**src/rtl/cpu_pkg.sv**
```systemverilog
// Shared fetch-side types: FSM state, buffer depth and the {pc, inst} entry.
package cpu_pkg;

   localparam int unsigned FETCH_DEPTH = 2;

   typedef enum logic [1:0] {
      StIdle,
      StBusy,
      StDrain
   } fetch_state_t;

   typedef struct packed {
      logic [31:0] pc;
      logic [31:0] inst;
   } fetch_entry_t;

endpackage

```
**src/rtl/sync_fifo2.sv**
```systemverilog
// Two-entry synchronous FIFO with a synchronous clear; head is always visible on rdata.
module sync_fifo2
   import cpu_pkg::*;
#(
   parameter int unsigned Width = 32
) (
   input  logic             clk,
   input  logic             rst,
   input  logic             clear,
   input  logic             push,
   input  logic [Width-1:0] wdata,
   input  logic             pop,
   output logic [Width-1:0] rdata,
   output logic [1:0]       count
);

   logic [Width-1:0] mem_q [FETCH_DEPTH];
   logic             wr_ptr_q;
   logic             rd_ptr_q;
   logic [1:0]       count_q;
   logic             push_en;
   logic             pop_en;

   // Guard against overflow/underflow; a push into a full FIFO is allowed when it also pops.
   always_comb begin
      pop_en  = pop && (count_q != 2'd0);
      push_en = push && ((count_q != 2'd2) || pop_en);
   end

   // Storage, pointers and occupancy; clear empties the FIFO and zeroes the entries.
   always_ff @(posedge clk) begin
      if (rst || clear) begin
         mem_q[0] <= '0;
         mem_q[1] <= '0;
         wr_ptr_q <= 1'b0;
         rd_ptr_q <= 1'b0;
         count_q  <= 2'd0;
      end else begin
         if (push_en) begin
            mem_q[wr_ptr_q] <= wdata;
            wr_ptr_q        <= ~wr_ptr_q;
         end
         if (pop_en) begin
            rd_ptr_q <= ~rd_ptr_q;
         end
         count_q <= count_q + 2'(push_en) - 2'(pop_en);
      end
   end

   assign rdata = mem_q[rd_ptr_q];
   assign count = count_q;

endmodule

```
**src/rtl/instr_fetch_unit.sv**
```systemverilog
// Instruction fetch unit: forwards fetch addresses to memory, pairs in-order responses with
// their addresses and buffers up to two instructions for decode. A flush drops in-flight work.
module instr_fetch_unit
   import cpu_pkg::*;
(
   input  logic        clk,
   input  logic        rst,
   input  logic [31:0] pc_in,
   input  logic        pc_valid,
   output logic        pc_ready,
   input  logic        flush,
   output logic        imem_req_valid,
   output logic [31:0] imem_req_addr,
   input  logic        imem_req_ready,
   input  logic        imem_rsp_valid,
   input  logic [31:0] imem_rsp_data,
   output logic        inst_valid,
   output logic [31:0] inst,
   output logic [31:0] inst_pc,
   input  logic        inst_ready,
   output logic        misalign
);

   localparam int unsigned EntryW = $bits(fetch_entry_t);

   fetch_state_t state_q, state_d;
   logic [1:0]   drop_q, drop_d;
   logic         misalign_q;

   // The tag FIFO holds exactly the outstanding requests, so its count is the outstanding count.
   logic [1:0]   outstanding;
   logic [1:0]   outstanding_nxt;
   logic [1:0]   buffered;
   logic [1:0]   in_flight;
   logic [1:0]   flush_drop;
   logic         credit_ok;
   logic         issue_ok;
   logic         accept;
   logic         rsp_take;
   logic         rsp_cnt;
   logic [31:0]  tag_head;
   logic [EntryW-1:0] out_head_raw;
   fetch_entry_t out_head;
   fetch_entry_t out_wdata;
   logic         inst_pop;

   // Request path, credit accounting and response steering.
   always_comb begin
      credit_ok       = ({1'b0, outstanding} + {1'b0, buffered}) < 3'd2;
      issue_ok        = credit_ok && (state_q != StDrain) && !flush && !rst;
      pc_ready        = imem_req_ready && issue_ok;
      imem_req_valid  = pc_valid && issue_ok;
      imem_req_addr   = pc_in;
      accept          = pc_valid && pc_ready;
      // Responses with nothing outstanding (e.g. after rst) are ignored.
      rsp_take        = imem_rsp_valid && (state_q != StDrain) && (outstanding != 2'd0) && !flush;
      in_flight       = outstanding + drop_q;
      rsp_cnt         = imem_rsp_valid && (in_flight != 2'd0);
      flush_drop      = in_flight - 2'(rsp_cnt);
      outstanding_nxt = outstanding + 2'(accept) - 2'(rsp_take);
      out_wdata.pc    = tag_head;
      out_wdata.inst  = imem_rsp_data;
      out_head        = fetch_entry_t'(out_head_raw);
      inst_valid      = (buffered != 2'd0);
      inst            = out_head.inst;
      inst_pc         = out_head.pc;
      inst_pop        = inst_valid && inst_ready;
   end

   // Next state and drop counter.
   always_comb begin
      state_d = state_q;
      drop_d  = drop_q;
      if (flush) begin
         drop_d  = flush_drop;
         state_d = (flush_drop != 2'd0) ? StDrain : StIdle;
      end else begin
         case (state_q)
            StIdle: begin
               if (accept) state_d = StBusy;
            end
            StBusy: begin
               if (outstanding_nxt == 2'd0) state_d = StIdle;
            end
            StDrain: begin
               if (rsp_cnt) begin
                  drop_d = drop_q - 2'd1;
                  if (drop_q == 2'd1) state_d = StIdle;
               end
            end
            default: state_d = StIdle;
         endcase
      end
   end

   // State register and drop counter.
   always_ff @(posedge clk) begin
      if (rst) begin
         state_q <= StIdle;
         drop_q  <= 2'd0;
      end else begin
         state_q <= state_d;
         drop_q  <= drop_d;
      end
   end

   // Sticky misalignment flag; set on any presented address, accepted or not.
   always_ff @(posedge clk) begin
      if (rst) begin
         misalign_q <= 1'b0;
      end else if (pc_valid && (pc_in[1:0] != 2'b00)) begin
         misalign_q <= 1'b1;
      end
   end

   assign misalign = misalign_q;

   sync_fifo2 #(
      .Width (32)
   ) u_tag_fifo (
      .clk   (clk),
      .rst   (rst),
      .clear (flush),
      .push  (accept),
      .wdata (pc_in),
      .pop   (rsp_take),
      .rdata (tag_head),
      .count (outstanding)
   );

   sync_fifo2 #(
      .Width (EntryW)
   ) u_out_fifo (
      .clk   (clk),
      .rst   (rst),
      .clear (flush),
      .push  (rsp_take),
      .wdata (out_wdata),
      .pop   (inst_pop),
      .rdata (out_head_raw),
      .count (buffered)
   );

endmodule

```
**config.mk**
```make
export PLATFORM = sky130hd
export DESIGN_NAME = instr_fetch_unit
export DESIGN_NICKNAME = d
export VERILOG_FILES = /design/src/rtl/cpu_pkg.sv /design/src/rtl/sync_fifo2.sv /design/src/rtl/instr_fetch_unit.sv
export SDC_FILE = /design/constraint.sdc
export NUM_CORES = 1
export LEC_CHECK = 0
export BUFFER_PORTS_ARGS = -buffer_cell sky130_fd_sc_hd__buf_2
export CAP_MARGIN = 25
export CORE_ASPECT_RATIO = 0.5
export CORE_MARGIN = 5
export CORE_UTILIZATION = 30
export CTS_CLUSTER_SIZE = 25
export DETAILED_ROUTE_END_ITERATION = 10
export GPL_ROUTABILITY_DRIVEN = 0
export PLACE_DENSITY = 0.5
export SLEW_MARGIN = 20
export SYNTH_ARGS = -nofsm -noshare
export SYNTH_HDL_FRONTEND = slang
export SYNTH_HIERARCHICAL = 1
export SYNTH_SLANG_ARGS = --single-unit
export TNS_END_PERCENT = 5
```
**constraint.sdc**
```tcl
create_clock -name clk -period 16 [get_ports clk]
set_input_delay 1.6 -clock clk [delete_from_list [all_inputs] [get_ports clk]]
set_output_delay 1.6 -clock clk [all_outputs]
set_load 0.03 [all_outputs]
```
=== Word level (Yosys, flattened, before mapping) ===
Memory sizes are Yosys's and may differ from the RTL's. A register that Yosys moved wholly into a read port is not among the register bits.
Cells that the tools add are included.

* Output and inout port bits: 100
* Register bits: 13
* RAM bits: 192
* Memories kept: 2
* Word-level logic and storage cells: 98
* Bits of input ports: 71

* Magnitude comparators: 1
* Muxes and demuxes: 28
* Bitwise operators: 4
* Equal/unequal tests: 10
* Add/subtract/negate cells: 10
* Reduce and logical (&&, ||, !) cells: 34

{| class="wikitable"
|+ Memories
! memory !! depth !! bits a word !! read ports !! clocked after memory_dff !! wr ports !! RTL line !! text
|-
| u_out_fifo.mem_q || 2 || 64 || 1 || 1 || 2 || sync_fifo2.sv:17 || <nowiki>logic [Width-1:0] mem_q [FETCH_DEPTH];</nowiki>
|-
| u_tag_fifo.mem_q || 2 || 32 || 1 || 1 || 2 || sync_fifo2.sv:17 ||
|}

{| class="wikitable"
|+ Operators with widths
! kind !! number
|-
| two-way mux 64 bit || 1
|-
| OR reduction 64 bit || 1
|-
| two-way mux 32 bit || 1
|-
| OR reduction 32 bit || 1
|-
| two-way mux 2 bit || 9
|-
| logical AND 1 bit || 16
|-
| two-way mux 1 bit || 16
|-
| nonzero test 2 bit || 7
|-
| inequality test 3 bit, second input constant || 3
|-
| subtractor 2 x 1 -> 2 bit || 4
|-
| adder 2 x 1 -> 2 bit || 3
|-
| inequality test 2 bit, second input constant || 3
|-
| one-hot mux 2 bit (3 select lines) || 1
|-
| equality test 2 x 1 -> 1 bit, second input constant || 2
|-
| logical NOT 2 bit || 2
|-
| NOT 1 bit || 4
|-
| AND reduction 4 bit || 1
|-
| adder 2 x 2 -> 3 bit || 1
|-
| logical OR 1 bit || 3
|-
| less-than comparator 3 x 2 -> 1 bit, second input constant || 1
|-
| inequality test 3 x 2 -> 1 bit, second input constant || 1
|-
| adder 2 bit || 1
|-
| equality test 2 bit, second input constant || 1
|-
| logical NOT 1 bit || 2
|-
| other kinds (2) || 2
|}

=== Longest topological paths before layout ===
* Word-level depth: 13
* Mapped depth: 13

=== By module ===
Netlist, hierarchy kept.

{| class="wikitable"
|+ By module, submodules not included
! module !! cells an instance !! times used !! area an instance (um^2) !! sequential area each (um^2)
|-
| sync_fifo2 (u_out_fifo) || 380 || 1 || 5845.6 || 3943.8
|-
| sync_fifo2 (u_tag_fifo) || 202 || 1 || 3050.4 || 2021.9
|-
| instr_fetch_unit || 88 || 1 || 705.7 || 100.1
|}

=== Worst setup path before layout ===
Ideal clock, no wire load.

* Kind: input-to-reg
* Start point: input imem_rsp_valid
* End point: memory u_out_fifo/mem_q[0][0] (netlist name), enable pin
* Path buffers: 0
* Slack: 8696 ps
* Arrival time: 6730 ps
* Stages: 4
* Cells stage by stage: o21ai_0 > nor3_1 > nand2_1 > o21ai_0

{| class="wikitable"
|+ RTL lines
! element !! RTL line !! text
|-
| start, declared || instr_fetch_unit.sv:15 || <nowiki>input logic imem_rsp_valid,</nowiki>
|-
| end, declared || sync_fifo2.sv:17 ||
|}

=== Final worst setup path ===
* Start point: input flush
* End point: output imem_req_valid

* Cells in the longest elaborated chain, start to end: 4

{| class="wikitable"
|+ RTL lines
! element !! RTL line !! text
|-
| start, declared || instr_fetch_unit.sv:11 || <nowiki>input logic flush,</nowiki>
|-
| logical NOT 1 bit || instr_fetch_unit.sv:50 || <nowiki>issue_ok = credit_ok && (state_q != StDrain) && !flush && !rst;</nowiki>
|-
| logical AND 1 bit (2 in a row) || instr_fetch_unit.sv:50 ||
|-
| logical AND 1 bit || instr_fetch_unit.sv:52 || <nowiki>imem_req_valid = pc_valid && issue_ok;</nowiki>
|-
| end, declared || instr_fetch_unit.sv:12 || <nowiki>output logic imem_req_valid,</nowiki>
|}

Every way passes these cells.

==> flow_metrics.env <==
export IMPL_pre_cts_slack_ns=11.79
export IMPL_async_flop_share_pct=0
export IMPL_io_buffers=170
export IMPL_synthDistinctLibCells=39
export IMPL_regArea_sq_mm=0.00607
export IMPL_place_hpwl_microns=13200
export IMPL_synth_top_area_share_pct=60.0
export IMPL_yosys_warnings=6
export IMPL_worstSetupEndpointType="primary output"
export IMPL_antenna_found_initial=0
export IMPL_crit_path_start="flush"
export IMPL_r2r_end="u_tag_fifo/mem_q[1][24]"
export IMPL_synthCells=670
export IMPL_vdd_drop_max_v=0.0000621
export IMPL_cap_violations=0
export IMPL_start_util_pct=30.4
export IMPL_synth_area_leaders="edfxtp_1 60%, and3_1 12%, mux2_2 11%"
export IMPL_crit_type="input port to primary output"
export IMPL_cts_inserted_buffers=21
export IMPL_cp_start_kind="input port"
export IMPL_drt_initial_drc_count=294
export IMPL_synth_ff_type="edfxtp_1"
export IMPL_slowest_stage="buf_2"
export IMPL_grtUsageTotal_pct=11.6
export IMPL_synth_nets=751
export IMPL_rows=46
export IMPL_synth_edf_count=192
export IMPL_die_h_microns=137
export IMPL_arrival_ns=2.46
export IMPL_vias_per_cell=4.52
export IMPL_clock_root_buffer="clkbuf_16"
export IMPL_cts_buffer_depth=3
export IMPL_multi_input_area_sq_mm=0.00295
export IMPL_worstPathRequired_ns=14.40
export IMPL_drive_gt1_share_pct=38.5
export IMPL_final_setup_tns_ns=0
export IMPL_combPwrFrac_pct=8.0
export IMPL_holdWs_ns=0.446
export IMPL_grt_pass1_vias=5647
export IMPL_hold_path_end="state_q[0]"
export IMPL_grt_max_degree=87
export IMPL_hold_viol_final=0
export IMPL_finalCritPeriodShare_pct=25.4
export IMPL_cts_reportedPaths_clkPinSlew_ns=0.06
export IMPL_cts_htree_levels=1
export IMPL_dieArea_sq_mm=0.0359
export IMPL_syn_cell_area_sq_mm=0.00960
export IMPL_setup_viol=0
export IMPL_grt_first_pass_wirelength_microns=33300
export IMPL_max_freq_mhz=246
export IMPL_clock_sinks=207
export IMPL_wl_per_cell_microns=17.6
export IMPL_report_final_slew_viol_count=0
export IMPL_postCtsSetupBuffers=0
export IMPL_clk_latency_ns=0.49
export IMPL_gr_total_overflow=0
export IMPL_clock_skew_final_ns=0.00838
export IMPL_drc=0
export IMPL_coreArea_sq_mm=0.0316
export IMPL_layout_nets=867
export IMPL_synth_area_per_cell_sq_um=14.3
export IMPL_ys_seq_area_share_pct=63.2
export IMPL_setup_slack_ns=11.94
export IMPL_fill_cells=3070
export IMPL_num_vias=5567
export IMPL_power_frac_seq_pct=53.7
export IMPL_path_cells="buf_2 > nor2_1 > nand2_1 > nor3b_1 > buf_2"
export IMPL_drt_first_pass_iters=4
export IMPL_ioPinCount=171
export IMPL_hp_class="flip-flop to flip-flop"
export IMPL_cpMostUsedCell="buf_2"
export IMPL_status="complete, no violations"
export IMPL_antenna_cells=0
export IMPL_cpPeakStageDelay_ns=0.23
export IMPL_rrSetupSlack_ns=12.97
export IMPL_routed_wl_microns=21700
export IMPL_die_w_microns=263
export IMPL_clkPwrFrac_pct=38.3
export IMPL_p_per_area_mw_per_mm2=103
export IMPL_switchingPower_mw=0.265
export IMPL_r2r_cells=9
export IMPL_cts_tree="done"
export IMPL_whs_path_depth=1
export IMPL_area_delta_synth_final_pct=15.9
export IMPL_cellLeakagePower_nw=5.24
export IMPL_ant_nets=0
export IMPL_worstPathMaxFanout=13
export IMPL_tightest_slew_ns=0.969
export IMPL_rsz0062_at_grt="false"
export IMPL_min_from="state_q[1]"
export IMPL_min_period_ns=4.06
export IMPL_slew_headroom_pct=35.4
export IMPL_hold_buffers=0
export IMPL_cp_num_buf_inv=2
export IMPL_synth_seq_cells=207
export IMPL_postCtsResizedCells=0
export IMPL_swShare_pct=23.1
export IMPL_critical_path_top_delay_family="buffers and inverters"
export IMPL_worstReg2RegStart="u_tag_fifo/count[0]"
export IMPL_yosysTopAreaCell="edfxtp_1"
export IMPL_cell_internal_pwr_mw=0.882
worst max path at each step:
stage	endpoint	cells after the start
floorplan	u_out_fifo/mem_q[0][0]	4
global placement	u_out_fifo/mem_q[1][39]	5
detailed placement	u_out_fifo/mem_q[1][45]	5
CTS	imem_req_valid	5
global route	pc_ready	5
finish	imem_req_valid	5
state kept, by name, indices dropped and copies added (netlist names), 2 cells and up, named ones only:
| register | flops |
|---|---|
| u_out_fifo/mem_q | 128 |
| u_tag_fifo/mem_q | 64 |
| drop_q | 2 |
| state_q | 2 |
| u_out_fifo/count | 2 |
| u_tag_fifo/count | 2 |
layout by cell type (no fill, tap or decap), types with 2 or more instances in the layout:
cell type  instances
nor2_4             2
a21boi_0           2
clkbuf_16         21
clkinv_2           2
nand2b_1           2
buf_4              7
nand2_1            5
inv_1              9
nor3_1             6
ha_1               9
mux2_2            91
nor3b_1            2
and3_1           189
and3_4             2
clkinv_1           7
and3_2             3
and2_1             6
edfxtp_1         192
o21a_1             4
nor2_1             3
dfxtp_1           14
a21o_1             3
mux2_1             5
and3b_4            2
xnor2_1           10
clkbuf_1           7
o21ai_0            3
or3b_1             2
a21oi_1            3
buf_2            170
logic make-up (layout without fill, tap and decap cells):
kind of cell | Yosys count | count (layout) | synth area share [%]
and+or+nand+nor | 230 | 230 | 15.1
DFF | 207 | 207 | 63.2
muxes | 96 | 96 | 11.3
buffers and inverters | 94 | 225 | 6.45
AOI/OAI and AO/OA | 21 | 21 | 1.45
xor gates and xnor gates | 12 | 12 | 1.24
adders and majority gates | 10 | 10 | 1.38
final cells by class:
| type | instances | area share [%] |
|---|---|---|
| clock buffer | 28 | 4.96 |
| clock inverter | 10 | 0.405 |
| inverter | 9 | 0.304 |
| multi-input combinational | 369 | 26.6 |
| sequential | 207 | 54.6 |
| tap | 432 | 4.86 |
| timing repair buffer | 178 | 8.37 |
metal layers:
| metal | vias to the layer above | GRT usage, % | routed length, microns |
|---|---|---|---|
| li1 | 2715 | - | - |
| met1 | 2761 | 15.8 | 10200 |
| met2 | 63 | 20.0 | 10700 |
| met3 | 28 | 1.69 | 447 |
| met4 | 0 | 2.16 | 349 |
| met5 | - | 0 | 0 |
Yosys cell counts (4+ instances only):
library cell / number
xnor2_1: 10
nor2_1: 5
nand2_1: 5
nor3_1: 6
o21ai_0: 5
buf_6: 18
buf_2: 9
ha_1: 9
buf_4: 32
mux2_2: 91
and2_1: 6
mux2_1: 5
inv_1: 9
and3_1: 189
clkbuf_1: 26
dfxtp_1: 15
o21a_1: 4
edfxtp_1: 192
power by group through the flow:
stage | registers (mW) | clock network, mW | logic [mW]
finish | 0.616 | 0.439 | 0.0916
global route | 0.618 | 0.479 | 0.0990
CTS | 0.617 | 0.454 | 0.0938
detailed placement | 0.628 | 0 | 0.0934
global placement | 0.627 | 0 | 0.0918
floorplan | 0.629 | 0 | 0.0609
through the flow:
step,total power [mW],instances,utilization (%),cell area [sq um]
6_report,1.15,1233,35.2,11100
5_1_grt,1.20,1233,35.2,11100
4_1_cts,1.16,1233,35.2,11100
3_5_place_dp,0.722,1195,33.3,10500
3_3_place_gp,0.719,1194,33.2,10500
2_1_floorplan,0.690,670,-,9600
(Power assumes the default switching activity.)
